## config.mk

```make
export PLATFORM = sky130hd
export DESIGN_NAME = conv_window_sequencer
export DESIGN_NICKNAME = d
export VERILOG_FILES = /design/src/rtl/conv_pkg.sv /design/src/rtl/conv_addr_gen.sv /design/src/rtl/conv_window_sequencer.sv
export SDC_FILE = /design/constraint.sdc
export NUM_CORES = 1
export LEC_CHECK = 0
export BUFFER_PORTS_ARGS = -buffer_cell sky130_fd_sc_hd__buf_2
export CAP_MARGIN = 40
export CORE_UTILIZATION = 40
export CTS_CLUSTER_SIZE = 28
export DETAILED_ROUTE_END_ITERATION = 12
export SLEW_MARGIN = 15
export SYNTH_ARGS = -nofsm -noshare
export SYNTH_HDL_FRONTEND = slang
export SYNTH_SLANG_ARGS = --single-unit
```

## constraint.sdc

```tcl
create_clock -name clk -period 9.6 [get_ports clk]
set_input_delay 1.44 -clock clk [delete_from_list [all_inputs] [get_ports clk]]
set_output_delay 1.44 -clock clk [all_outputs]
set_load 0.02 [all_outputs]
```

## src/rtl/conv_pkg.sv

```systemverilog
// conv_pkg: shared types and constants for the 3x3 convolution window sequencer
package conv_pkg;
  localparam int KSIZE = 3;
  localparam int WIN_PIX = KSIZE * KSIZE;
  localparam int PIX_W = 8;
  typedef logic [PIX_W-1:0] pixel_t;
  typedef pixel_t [WIN_PIX-1:0] window_t;
  typedef enum logic [2:0] {S_IDLE, S_FETCH, S_PRESENT, S_WAIT_RES, S_WRITE, S_DONE} seq_state_e;
endpackage

```

## src/rtl/conv_addr_gen.sv

```systemverilog
// conv_addr_gen: window origin counters, fetch indices and RAM addresses (column reuse when CONV_WIN_REUSE_EN)
module conv_addr_gen
  import conv_pkg::*;
#(
  parameter int N = 11,
  parameter int IMG_W = 32,
  parameter int IMG_H = 32,
  parameter int IN_BASE = 0,
  parameter int OUT_BASE = 1024
) (
  input  logic         clk,
  input  logic         rst,
  input  logic         clear,
  input  logic         step,
  input  logic         advance,
  output logic [1:0]   fr,
  output logic [1:0]   fc,
  output logic [N-1:0] rd_adr,
  output logic [N-1:0] wr_adr,
  output logic         fetch_last,
  output logic         last_col,
  output logic         last_frame
);
  localparam int RW = $clog2(IMG_H);
  localparam int CW = $clog2(IMG_W);
  logic [RW-1:0] row0;
  logic [CW-1:0] col0;
  logic [1:0] fc_first, fc_after;
  if (IMG_W < KSIZE || IMG_H < KSIZE || IN_BASE + IMG_W * IMG_H > 2 ** N ||
      OUT_BASE + (IMG_W - 2) * (IMG_H - 2) > 2 ** N) begin : g_bad_params
    $error("conv_addr_gen: image or output region does not fit the RAM");
  end
`ifdef CONV_WIN_REUSE_EN
  assign fc_first = (col0 != '0) ? 2'd2 : 2'd0;
  assign fc_after = last_col ? 2'd0 : 2'd2;
`else
  assign fc_first = 2'd0;
  assign fc_after = 2'd0;
`endif
  assign last_col = col0 == CW'(IMG_W - 3);
  assign last_frame = last_col && row0 == RW'(IMG_H - 3);
  assign fetch_last = fr == 2'd2 && fc == 2'd2;
  assign rd_adr = N'(IN_BASE) + (N'(row0) + N'(fr)) * N'(IMG_W) + N'(col0) + N'(fc);
  assign wr_adr = N'(OUT_BASE) + N'(row0) * N'(IMG_W - 2) + N'(col0);
  always_ff @(posedge clk) begin
    if (rst || clear) begin
      row0 <= '0;
      col0 <= '0;
      fr <= '0;
      fc <= '0;
    end else if (advance) begin
      col0 <= last_col ? '0 : col0 + 1'b1;
      row0 <= last_col ? row0 + 1'b1 : row0;
      fr <= '0;
      fc <= fc_after;
    end else if (step) begin
      fc <= (fc == 2'd2) ? fc_first : fc + 1'b1;
      fr <= (fc == 2'd2) ? fr + 1'b1 : fr;
    end
  end
endmodule

```

## src/rtl/conv_window_sequencer.sv

```systemverilog
// conv_window_sequencer: sole RAM master fetching 3x3 windows and writing results back (CONV_WIN_REUSE_EN shifts windows)
module conv_window_sequencer
  import conv_pkg::*;
#(
  parameter int N = 11,
  parameter int M = 8,
  parameter int IMG_W = 32,
  parameter int IMG_H = 32,
  parameter int IN_BASE = 0,
  parameter int OUT_BASE = 1024
) (
  input  logic               clk,
  input  logic               rst,
  input  logic               start,
  output logic               busy,
  output logic               done,
  output logic               ram_we,
  output logic [N-1:0]       ram_adr,
  output logic [M-1:0]       ram_din,
  input  logic [M-1:0]       ram_dout,
  output logic               win_valid,
  input  logic               win_ready,
  output logic [WIN_PIX*M-1:0] win_data,
  input  logic               res_valid,
  output logic               res_ready,
  input  logic [M-1:0]       res_data
);
  seq_state_e state;
  logic [WIN_PIX-1:0][M-1:0] win;
  logic [M-1:0] res_q;
  logic [1:0] fr, fc;
  logic [3:0] idx;
  logic [N-1:0] rd_adr, wr_adr;
  logic fetch_last, last_col, last_frame;
  conv_addr_gen #(.N(N), .IMG_W(IMG_W), .IMG_H(IMG_H), .IN_BASE(IN_BASE), .OUT_BASE(OUT_BASE)) u_addr (
    .clk(clk), .rst(rst), .clear(state == S_IDLE), .step(state == S_FETCH), .advance(state == S_WRITE),
    .fr(fr), .fc(fc), .rd_adr(rd_adr), .wr_adr(wr_adr),
    .fetch_last(fetch_last), .last_col(last_col), .last_frame(last_frame)
  );
  assign idx = 4'(fr) * 4'(KSIZE) + 4'(fc);
  assign busy = state != S_IDLE && state != S_DONE;
  assign done = state == S_DONE;
  assign win_valid = state == S_PRESENT;
  assign res_ready = state == S_WAIT_RES;
  assign ram_we = state == S_WRITE;
  assign ram_adr = ram_we ? wr_adr : (state == S_FETCH) ? rd_adr : '0;
  assign ram_din = ram_we ? res_q : '0;
  assign win_data = win;
  always_ff @(posedge clk) begin
    if (rst) begin
      state <= S_IDLE;
      win <= '0;
      res_q <= '0;
    end else begin
      case (state)
        S_IDLE: state <= start ? S_FETCH : S_IDLE;
        S_FETCH: begin
          win[idx] <= ram_dout;
          state <= fetch_last ? S_PRESENT : S_FETCH;
        end
        S_PRESENT: state <= win_ready ? S_WAIT_RES : S_PRESENT;
        S_WAIT_RES: begin
          res_q <= res_valid ? res_data : res_q;
          state <= res_valid ? S_WRITE : S_WAIT_RES;
        end
        S_WRITE: begin
          state <= last_frame ? S_DONE : S_FETCH;
`ifdef CONV_WIN_REUSE_EN
          // Next window in the same row overlaps by two columns; only column 2 is refetched
          if (!last_col)
            for (int r = 0; r < KSIZE; r++) begin
              win[KSIZE*r] <= win[KSIZE*r+1];
              win[KSIZE*r+1] <= win[KSIZE*r+2];
            end
`endif
        end
        default: state <= S_IDLE;
      endcase
    end
  end
endmodule

```

==> summary.md, run 1 <==
| Metric | Value |
|---|---|
| Synthesis-to-finish area growth | `18.8%` |
| Crit Path Class | `reg2out` |
| WP data arrival | `around 3900 ps` |
| Mapped Cells | `549` |
| Hold_sp | `win_data[7]$_SDFFE_PP0P_` |
| R2R cell count | `8` |
| Max Cap Viol | `0` |
| #FFs+latches synth | `between 90 and 100` |
| Die area | `13,100 sq um` |
| Max Fclk | `0.187 GHz` |
| Largest net degree at the start of global routing | `86` |
| Max FO, Critical Path | `7` |
| Routed wire per std cell | `14.4 um` |
| DRC Markers | `0` |
| Hold Buf Count CTS | `0` |
| Area after DPL | `5720 sq um` |
| Sum Neg Setup Slack | `0 ps` |
| Final setup margin | `4250 ps` |
| Final Setup Violations | `0` |
| DIE HEIGHT | `between 100 and 150 um` |
| Pre-CTS setup slack | `4580 ps` |
| Clock sink count | `97` |
| TritonCTS Buffers | `9` |
| Reg clk slew, reported paths | `60 ps` |
| DRT iter0 DRCs | `210` |
| Outcome | `completed` |
| Post CTS Setup Buffer Count | `0` |
| Power consumption | `0.802 mW` |
| Port-buffer cells | `about 120` |
| Antenna diode count | `0` |
| Hold/Removal Path Class | `reg2reg` |
| Count of cell types in the netlist | `55` |
| Fin. max-slew vios | `0` |
| Fraction of layout instances using a drive strength above 1 | `22.3%` |
| Tot GR Track Use | `18.8%` |
| Rel. slew slack | `42.7%` |
| Placed Cells | `802` |
| VDD IR-drop max | `188 uV` |
| Hold Slack | `between 400 and 500 ps` |
| First-pass GRT wire length | `19.2 mm` |
| Sequential cell area fraction in the yosys report | `38.4%` |
| Non-filler cells, final | `about 820` |
| Hold path depth | `2` |
| Clk root buf | `clkbuf_16` |
| Post-synth EDFFs | `0` |
| Detailed Routing Iterations Pass 1 | `5` |
| Syn avg cell area | `9.22 sq um` |
| Routed Antenna Nets | `0` |
| R2R Path Start | `u_addr.fr[0]$_SDFFE_PP0P_` |
| IO Count | `117` |
| Gr ovfl total | `0` |
| Synthesized cell area | `5060 sq um` |
| Detailed-placement wirelength estimate | `8.75 mm` |
| CTS tree | `yes` |
| RSZ-0062 raised after global routing | `false` |
| Number of global-route vias before repair | `3,986` |
| Final Util | `between 40% and 50%` |
| Crit start category | `flop` |
| Initial antenna violation count | `0` |
| Post-route cell area | `approximately 6000 sq um` |
| Nets@finish | `707` |
| Die W | `between 100 and 150 um` |
| GP Congestion | `approximately 0.8` |
| Final Critical Period | `5350 ps` |
| Worst slew pin tran | `859 ps` |
| Starting Density | `41.6%` |
| Yosys warns | `0` |
| Fin. Hold Viols | `0` |
| CTS Buffer Depth | `2` |
| Total number of vias | `4,037` |
| Post-Syn Nets | `611` |
| Vias per cell | `4.94` |
| Crit path from | `u_addr.row0[3]$_SDFFE_PP0P_` |
| Setup crit end kind | `output pin` |
| Routed WL | `11.8 mm` |
| Worst flop-to-flop path endpoint | `win_data[17]$_SDFFE_PP0P_` |
| Worst clock skew | `5.52 ps` |
| R2R setup slack | `around 6500 ps` |
| Cell area power density | `around 130 nW/um^2` |
| Leak pwr | `just under 3 nW` |
| Core area | `between 10,000 and 15,000 sq um` |
| H-tree Lvls | `3` |
| End of the worst hold path | `win_data[7]$_SDFFE_PP0P_` |
| Most used DFF post-synth | `dfxtp_1` |
| Row count | `40` |
| Post-synth ARST share | `0%` |
| Post-CTS resize count | `0` |
| Worst path required time | `8160 ps` |
| Clk_lat worst skew | `340 ps` |
| Final worst-path cycle share | `between 50% and 60%` |
-- final cells by class --
cell class | instances | area (sq um)
timing repair buffer | 119 | 603
inverter | 24 | 90.1
clock inverter | 4 | 52.6
fill | 1191 | 6150
clock buffer | 11 | 243
multi-input combinational | 394 | 2870
tap | 168 | 210
sequential | 97 | 1940
-- registers in the layout (all words and copies together) (netlist names) --
register,flops
u_addr.col0,5
win_data,72
u_addr.fr,2
res_q,8
state,3
u_addr.fc,2
u_addr.row0,5
-- critical path, stage by stage (launching register included) --
cell	delay, ps
dfxtp_1	510
inv_1	190
fa_1	500
fa_1	510
inv_1	40
ha_1	370
o21ai_0	120
or4b_1	470
o2111a_1	190
nand4b_4	180
xnor2_1	160
o22ai_1	150
buf_2	190
-- worst max path at each step --
stage	end	cells past startpoint
6_report	ram_adr[9]	12
5_1_grt	ram_adr[9]	12
4_1_cts	ram_adr[9]	12
3_5_place_dp	ram_adr[9]	12
3_3_place_gp	ram_adr[9]	12
2_1_floorplan	ram_adr[9]	11
-- cells in the mapped netlist (2+ instances only) --
library cell	number	area [sq um]
fa_1	12	240
ha_1	29	363
buf_2	6	30.0
inv_1	23	86.3
nand3b_1	2	15.0
nor2b_1	8	50.1
xnor2_1	17	149
buf_4	3	22.5
a22o_1	2	17.5
a21oi_1	26	130
a211oi_1	3	22.5
nor2_1	83	312
a221oi_1	2	17.5
nand3_1	14	70.1
o22a_1	2	17.5
nand2_1	43	161
or2_2	2	12.5
o21ai_0	4	20.0
and3_1	12	75.1
mux2i_1	65	651
nor3b_1	6	45.0
nand4_1	4	25.0
dfxtp_1	97	1940
o22ai_1	8	50.1
clkbuf_1	22	82.6
nor3_1	10	50.1
and2_1	4	25.0
xor2_1	13	114
-- report_power, final --
| group | internal (mW) | switching, mW |
|---|---|---|
| sequential | 0.405 | 0.00232 |
| combinational | 0.0118 | 0.0271 |
| clock | 0.209 | 0.147 |
-- layer usage --
metal	vias to the layer above	wire, um	GRT usage, %
met5	-	0	0
met4	0	102	6.75
met3	7	801	5.93
met2	104	5570	31.3
met1	1891	5280	22.8
li1	2035	-	-
-- placed cells by master, fill, tap and decap left out, types with 9 or more instances in the layout --
| master | instances |
|---|---|
| mux2i_1 | 65 |
| inv_1 | 23 |
| a21oi_1 | 26 |
| clkbuf_16 | 9 |
| nor2_1 | 83 |
| xnor2_1 | 17 |
| buf_2 | 116 |
| nand2_1 | 43 |
| dfxtp_1 | 97 |
| and3_1 | 12 |
| nor3_1 | 10 |
| ha_1 | 29 |
| fa_1 | 12 |
| xor2_1 | 13 |
| nand3_1 | 14 |
-- cell families (layout without fill, tap and decap cells) --
family,after synthesis,in the layout,synth area share [%]
adder cells (fa/ha/maj),41,41,11.9
XOR/XNOR,30,30,5.19
flip-flops,97,97,38.4
AND/OR/NAND/NOR,204,204,20.2
multiplexers,65,65,12.9
AO/OA/AOI/OAI,54,54,6.65
buffers and inverters,58,158,4.85
Power figures use the tool's default switching activity.
==> run 2: changes to the inputs <==
Clock period 9.6 ns to 4.7 ns, I/O delays scaled along.
==> summary.md, run 2 (synthesis gave the netlist of run 1 again) <==
| Metric | Value |
|---|---|
| RSZ-0062 raised after global routing | `false` |
| Hold/Removal Path Class | `reg2reg` |
| Port-buffer cells | `116` |
| Worst slew pin tran | `850 ps` |
| Hold Buf Count CTS | `0` |
| Cell mode on critical path | `fa_1` |
| Core area | `12,200 sq um` |
| Initial antenna violation count | `0` |
| Final worst-path cycle share | `a little over nine tenths` |
| Sum Neg Setup Slack | `0 ps` |
| Worst clock skew | `9.56 ps` |
| Gr ovfl total | `0` |
| Crit start category | `flop` |
| Placed Cells | `802` |
| Reg clk slew, reported paths | `70 ps` |
| CTS Buffer Depth | `2` |
| Fraction of layout instances using a drive strength above 1 | `23.8%` |
| Clk_lat worst skew | `350 ps` |
| Hold_sp | `res_q[6]$_SDFFE_PP0P_` |
| Max reg flops | `slightly above 70` |
| R2R Path Start | `u_addr.fr[1]$_SDFFE_PP0P_` |
| Cell area power density | `266 nW/um^2` |
| End of the worst hold path | `res_q[6]$_SDFFE_PP0P_` |
| WP data arrival | `3750 ps` |
| Outcome | `completed` |
| Detailed-placement wirelength estimate | `8.77 mm` |
| Final Setup Violations | `0` |
| Antenna diode count | `0` |
| VDD IR-drop max | `271 uV` |
| Fin. max-slew vios | `0` |
| CTS tree | `yes` |
| Worst flop-to-flop path endpoint | `win_data[19]$_SDFFE_PP0P_` |
| Worst path required time | `3990 ps` |
| Most common cell after layout, fill and taps aside | `buf_2` |
| Total number of vias | `around 4.0k` |
| Worst path buffer plus inverter count | `3` |
| First-pass GRT wire length | `19.4 mm` |
| Nets@finish | `about 710` |
| Commonest cells after routing, fill and taps aside | `116 x buf_2, 93 x dfxtp_1, 83 x nor2_1, 65 x mux2i_1, 43 x nand2_1` |
| Crit Path Class | `reg2out` |
| Starting Density | `41.6%` |
| Detailed Routing Iterations Pass 1 | `4` |
| Setup crit end kind | `output pin` |
| DRC Markers | `0` |
| Fin. Hold Viols | `0` |
| R2R cell count | `8` |
| Row count | `40` |
| Tot GR Track Use | `19.0%` |
| Largest net degree at the start of global routing | `85` |
| Rel. slew slack | `43.4%` |
| Vias per cell | `4.92` |
| R2R setup slack | `1600 ps` |
| GP Congestion | `0.810` |
| Die area | `13,100 sq um` |
| CP top delay family | `adder cells` |
| DRT iter0 DRCs | `around 220` |
| Max Cap Viol | `0` |
| Hold path depth | `2` |
| Final Critical Period | `between 4000 and 5000 ps` |
| Clock sink count | `between 90 and 100` |
| H-tree Lvls | `3` |
| Non-filler cells, final | `819` |
| Routed Antenna Nets | `0` |
| Clk root buf | `clkbuf_16` |
| Leak pwr | `2.92 nW` |
| Routed WL | `between 10 and 15 mm` |
| Die W | `114 um` |
| Crit path max-delay cell type | `fa_1` |
| Crit-path max cell delay | `~500 ps` |
| Synthesis-to-finish area growth | `19.0%` |
| TritonCTS Buffers | `9` |
| Max FO, Critical Path | `6` |
| Number of global-route vias before repair | `3,922` |
| DIE HEIGHT | `114 um` |
| IO Count | `117` |
| FILL cells | `roughly 1.2k` |
| Routed wire per std cell | `14.4 um` |
| Crit-path cells | `inv_2 -> fa_1 -> fa_1 -> inv_1 -> ha_1 -> o21ai_0 -> or4b_1 -> o2111a_1 -> nand4b_4 -> xnor2_1 -> o22ai_1 -> buf_2` |
| Max Fclk | `0.224 GHz` |
-- run 2: cell count changes in the layout (fill, tap and decap cells not counted), moves of 2 or more --
cell and delta:
inv_1 -2, dfxtp_1 -4, clkinvlp_4 +2, dfxtp_2 +2
dfxtp_4 +2, inv_8 +2, clkinv_2 +2
-- run 2: area by class of cell --
cell class | count | area (sq um) | area share, %
Sequential cell | 97 | 1950 | 32.4
Inverter | 24 | 93.8 | 1.56
Clock inverter | 7 | 53.8 | 0.893
Timing Repair Buffer | 120 | 611 | 10.1
Tap cell | 168 | 210 | 3.49
Clock buffer | 9 | 225 | 3.74
Multi-Input combinational cell | 394 | 2880 | 47.8
-- run 2: routing by layer --
metal / vias to the layer above / GRT usage [%] / share of wire, %
met1: 1902 / 23.4 / 45
met3: 10 / 6.56 / 6.4
met5: - / 0 / 0
li1: 2030 / - / -
met4: 0 / 5.89 / 1.2
met2: 85 / 31.0 / 47
-- run 2: worst min-delay path, cell delays in order (launching register included) --
cell,delay [ps]
dfxtp_1,310
nand2_1,50
a21oi_1,50
-- run 2: metrics by stage --
step	util (%)	total power, mW	hold slack, ps	area [sq um]	setup WS [ps]
2_1_floorplan	-	0.905	432	5060	617
3_3_place_gp	47.0	0.930	438	5720	558
3_5_place_dp	47.0	0.931	446	5720	420
4_1_cts	49.3	1.63	454	6000	18.5
5_1_grt	49.5	1.66	473	6020	0.138
6_report	49.5	1.60	450	6020	241
-- run 2: how the worst max path moves through the flow --
stage | startpoint | end | cells after the start
floorplan | u_addr.row0[3]$_SDFFE_PP0P_ | ram_adr[9] | 11
global placement | u_addr.row0[3]$_SDFFE_PP0P_ | ram_adr[9] | 12
detailed placement | u_addr.row0[2]$_SDFFE_PP0P_ | ram_adr[9] | 12
CTS | u_addr.row0[2]$_SDFFE_PP0P_ | ram_adr[9] | 12
global route | u_addr.row0[2]$_SDFFE_PP0P_ | ram_adr[9] | 12
finish | u_addr.row0[2]$_SDFFE_PP0P_ | ram_adr[9] | 12
-- run 2: timing repair --
item	4_1_cts	5_1_grt
setup buffers	0	1
endpoints found under the hold margin	0	0
resized for setup	0	9
endpoints found under the setup margin	0	4
-- run 2: power by group --
part	internal (mW)	total [mW]	switching (mW)
clock	0.365	0.695	0.330
combinational	0.0240	0.0788	0.0548
sequential	0.826	0.831	0.00464
==> run 3: changes to the inputs <==
Settings changed: ABC_AREA set to 1, RECOVER_POWER set to 25.
==> summary.md, run 3 <==
| Metric | Value |
|---|---|
| GP Congestion | `0.836` |
| CTS tree | `yes` |
| Hold/Removal Path Class | `reg2reg` |
| Nets@finish | `roughly 850` |
| Final worst-path cycle share | `93.8%` |
| Routed Antenna Nets | `0` |
| Non-filler cells, final | `963` |
| Synthesis-to-finish area growth | `19.3%` |
| CTS Buffer Depth | `2` |
| Fin. Hold Viols | `0` |
| Sequential Power Share | `49.1%` |
| Count leader, synth | `nor2_1` |
| Gr ovfl total | `0` |
| Antenna diode count | `0` |
| Placed Cells | `947` |
| #FFs+latches synth | `97` |
| H-tree Lvls | `3` |
| Yosys warns | `0` |
| Crit start category | `flop` |
| Starting Density | `41.2%` |
| DIE HEIGHT | `114 um` |
| Most common cell after layout, fill and taps aside | `nor2_1` |
| Routed wire per std cell | `between 10 and 15 um` |
| Worst path required time | `3990 ps` |
| Count of cell types in the netlist | `33` |
| Max Fclk | `between 0.2 and 0.25 GHz` |
| Yosys top cell area share | `38.9%` |
| Area after DPL | `5700 sq um` |
| Vias per cell | `4.89` |
| Crit-path max cell delay | `520 ps` |
| DRT iter0 DRCs | `224` |
| Fraction of layout instances using a drive strength above 1 | `between 10% and 20%` |
| Die W | `about 110 um` |
| Syn avg cell area | `7.30 sq um` |
| IO Count | `117` |
| Worst slew pin tran | `around 700 ps` |
| Max Cap Viol | `0` |
| Post-synth ARST share | `0%` |
| Crit Path Class | `reg2out` |
| Crit path max-delay cell type | `fa_1` |
| Leak pwr | `~2.8 nW` |
| Worst clock skew | `11.7 ps` |
| Clock share of power | `45.3%` |
| Top post-synthesis cells by count | `166 x nor2_1, 97 x dfxtp_1, 93 x o21ai_0` |
| Commonest cells after routing, fill and taps aside | `166 x nor2_1, 95 x dfxtp_1, 93 x o21ai_0, 76 x nand2_1, 75 x inv_1` |
| Pre-CTS setup slack | `548 ps` |
| Mapped Cells | `684` |
| Clk root buf | `clkbuf_16` |
| Leading area contributor after synthesis | `dfxtp_1` |
| Most used DFF post-synth | `dfxtp_1` |
| Row count | `40` |
| Cell area power density | `~290 nW/um^2` |
| Reg clk slew, reported paths | `70 ps` |
| Fin. max-slew vios | `0` |
| Cell internal pwr | `1.30 mW` |
| Final Setup Violations | `0` |
| Post-synth EDFFs | `0` |
| Routed WL | `between 10 and 15 mm` |
| TritonCTS Buffers | `9` |
| Post-Syn Nets | `roughly 750` |
| Number of global-route vias before repair | `4,292` |
| Synth area leaders | `dfxtp_1 39%, nor2_1 12%, o21ai_0 9.3%` |
| CP top delay family | `adder cells` |
| Total number of vias | `4,709` |
| Worst path buffer plus inverter count | `3` |
| Port-buffer cells | `~120` |
| Hold Slack | `446 ps` |
| Switching pwr | `0.401 mW` |
| Sequential cell area fraction in the yosys report | `about two fifths` |
| Power share of the combinational group | `5.6%` |
| Initial antenna violation count | `0` |
| Sum Neg Setup Slack | `0 ps` |
| Crit-path cells | `fa_1 -> fa_1 -> inv_1 -> fa_1 -> inv_1 -> ha_1 -> nand2_1 -> nor2_1 -> nor2_1 -> nor2_1 -> nand3_1 -> nor2_1 -> nand2_1 -> nand2_1 -> nand3_1 -> nand2_1 -> buf_2` |
| WP data arrival | `3700 ps` |
| Max reg flops | `72` |
| Detailed-placement wirelength estimate | `9.24 mm` |
| Post-route cell area | `5950 sq um` |
| Tot GR Track Use | `slightly below 20%` |
| Die area | `12,900 sq um` |
| RSZ-0062 raised after global routing | `false` |
| First-pass GRT wire length | `20.3 mm` |
| VDD IR-drop max | `205 uV` |
| Hold Buf Count CTS | `0` |
| Core area | `12,100 sq um` |
| Rel. slew slack | `54.6%` |
| Final Critical Period | `~4400 ps` |
| Largest net degree at the start of global routing | `84` |
| Clk_lat worst skew | `around 350 ps` |
| DRC Markers | `0` |
| Final setup margin | `293 ps` |
| Detailed Routing Iterations Pass 1 | `4` |
| Synthesized cell area | `approximately 5000 sq um` |
| Setup crit end kind | `output pin` |
| Max FO, Critical Path | `7` |
| Clock sink count | `97` |
| Outcome | `completed` |
| Switch share | `about a quarter` |
-- run 3: per-layer routing --
metal	wire length (um)	GRT usage (%)
met1	5750	24.9
met4	174	7.02
met5	0	0
met3	614	4.46
met2	5920	32.3
-- run 3: logic make-up after synthesis --
logic type / Yosys count / share of synthesized area (%)
adders and majority gates: 41 / 12.1
and+or+nand+nor: 294 / 25.1
xor gates and xnor gates: 5 / 0.877
buffers and inverters: 103 / 8.02
DFF: 97 / 38.9
AOI/OAI and AO/OA: 144 / 15.0
-- run 3: worst reg2reg max path: stages (launching register included) --
cell and delay [ps]:
dfxtp_1 500, fa_1 480, ha_1 210, inv_1 60
fa_1 450, inv_1 120, nand2_1 150, nor2_1 480
inv_1 270, nor2_1 150, nor2_1 60
-- run 3: power by group through the flow --
stage / registers, mW / clock network [mW] / logic [mW]
6_report: 0.837 / 0.771 / 0.0949
5_1_grt: 0.837 / 0.816 / 0.105
4_1_cts: 0.836 / 0.784 / 0.0971
3_5_place_dp: 0.855 / 0 / 0.0968
3_3_place_gp: 0.855 / 0 / 0.0954
2_1_floorplan: 0.865 / 0 / 0.0536
-- run 3: cell type report --
cell class / instances / area (sq um)
Fill cell: 1280 / 6160
Timing Repair Buffer: 118 / 536
Sequential cell: 97 / 1940
Multi-Input combinational cell: 484 / 2650
Clock inverter: 5 / 61.3
Clock buffer: 11 / 253
Inverter: 80 / 300
Tap cell: 168 / 210
-- run 3: path summary, 6_finish.rpt --
kind                               startpoint                        end  slack, ps  cells past startpoint
setup / recovery  u_addr.row0[0]$_SDFFE_PP0P_                 ram_adr[9]        290                     17
hold reg to reg     win_data[52]$_SDFFE_PP0P_  win_data[52]$_SDFFE_PP0P_        450                      2
setup reg to reg    u_addr.fr[1]$_SDFFE_PP0P_  win_data[38]$_SDFFE_PP0P_       1670                     10
hold / removal      win_data[52]$_SDFFE_PP0P_  win_data[52]$_SDFFE_PP0P_        450                      2
-- run 3: timing repair --
action,4_1_cts,5_1_grt
setup endpoints to repair,0,1
buffers inserted,0,0
gates resized for setup,0,2
endpoints found under the hold margin,0,0
-- run 3: per-stage QoR --
step | power [mW] | utilization [%]
6_report | 1.70 | 49.2
5_1_grt | 1.76 | 49.2
4_1_cts | 1.72 | 49.6
3_5_place_dp | 0.952 | 47.0
3_3_place_gp | 0.951 | 47.0
2_1_floorplan | 0.919 | -
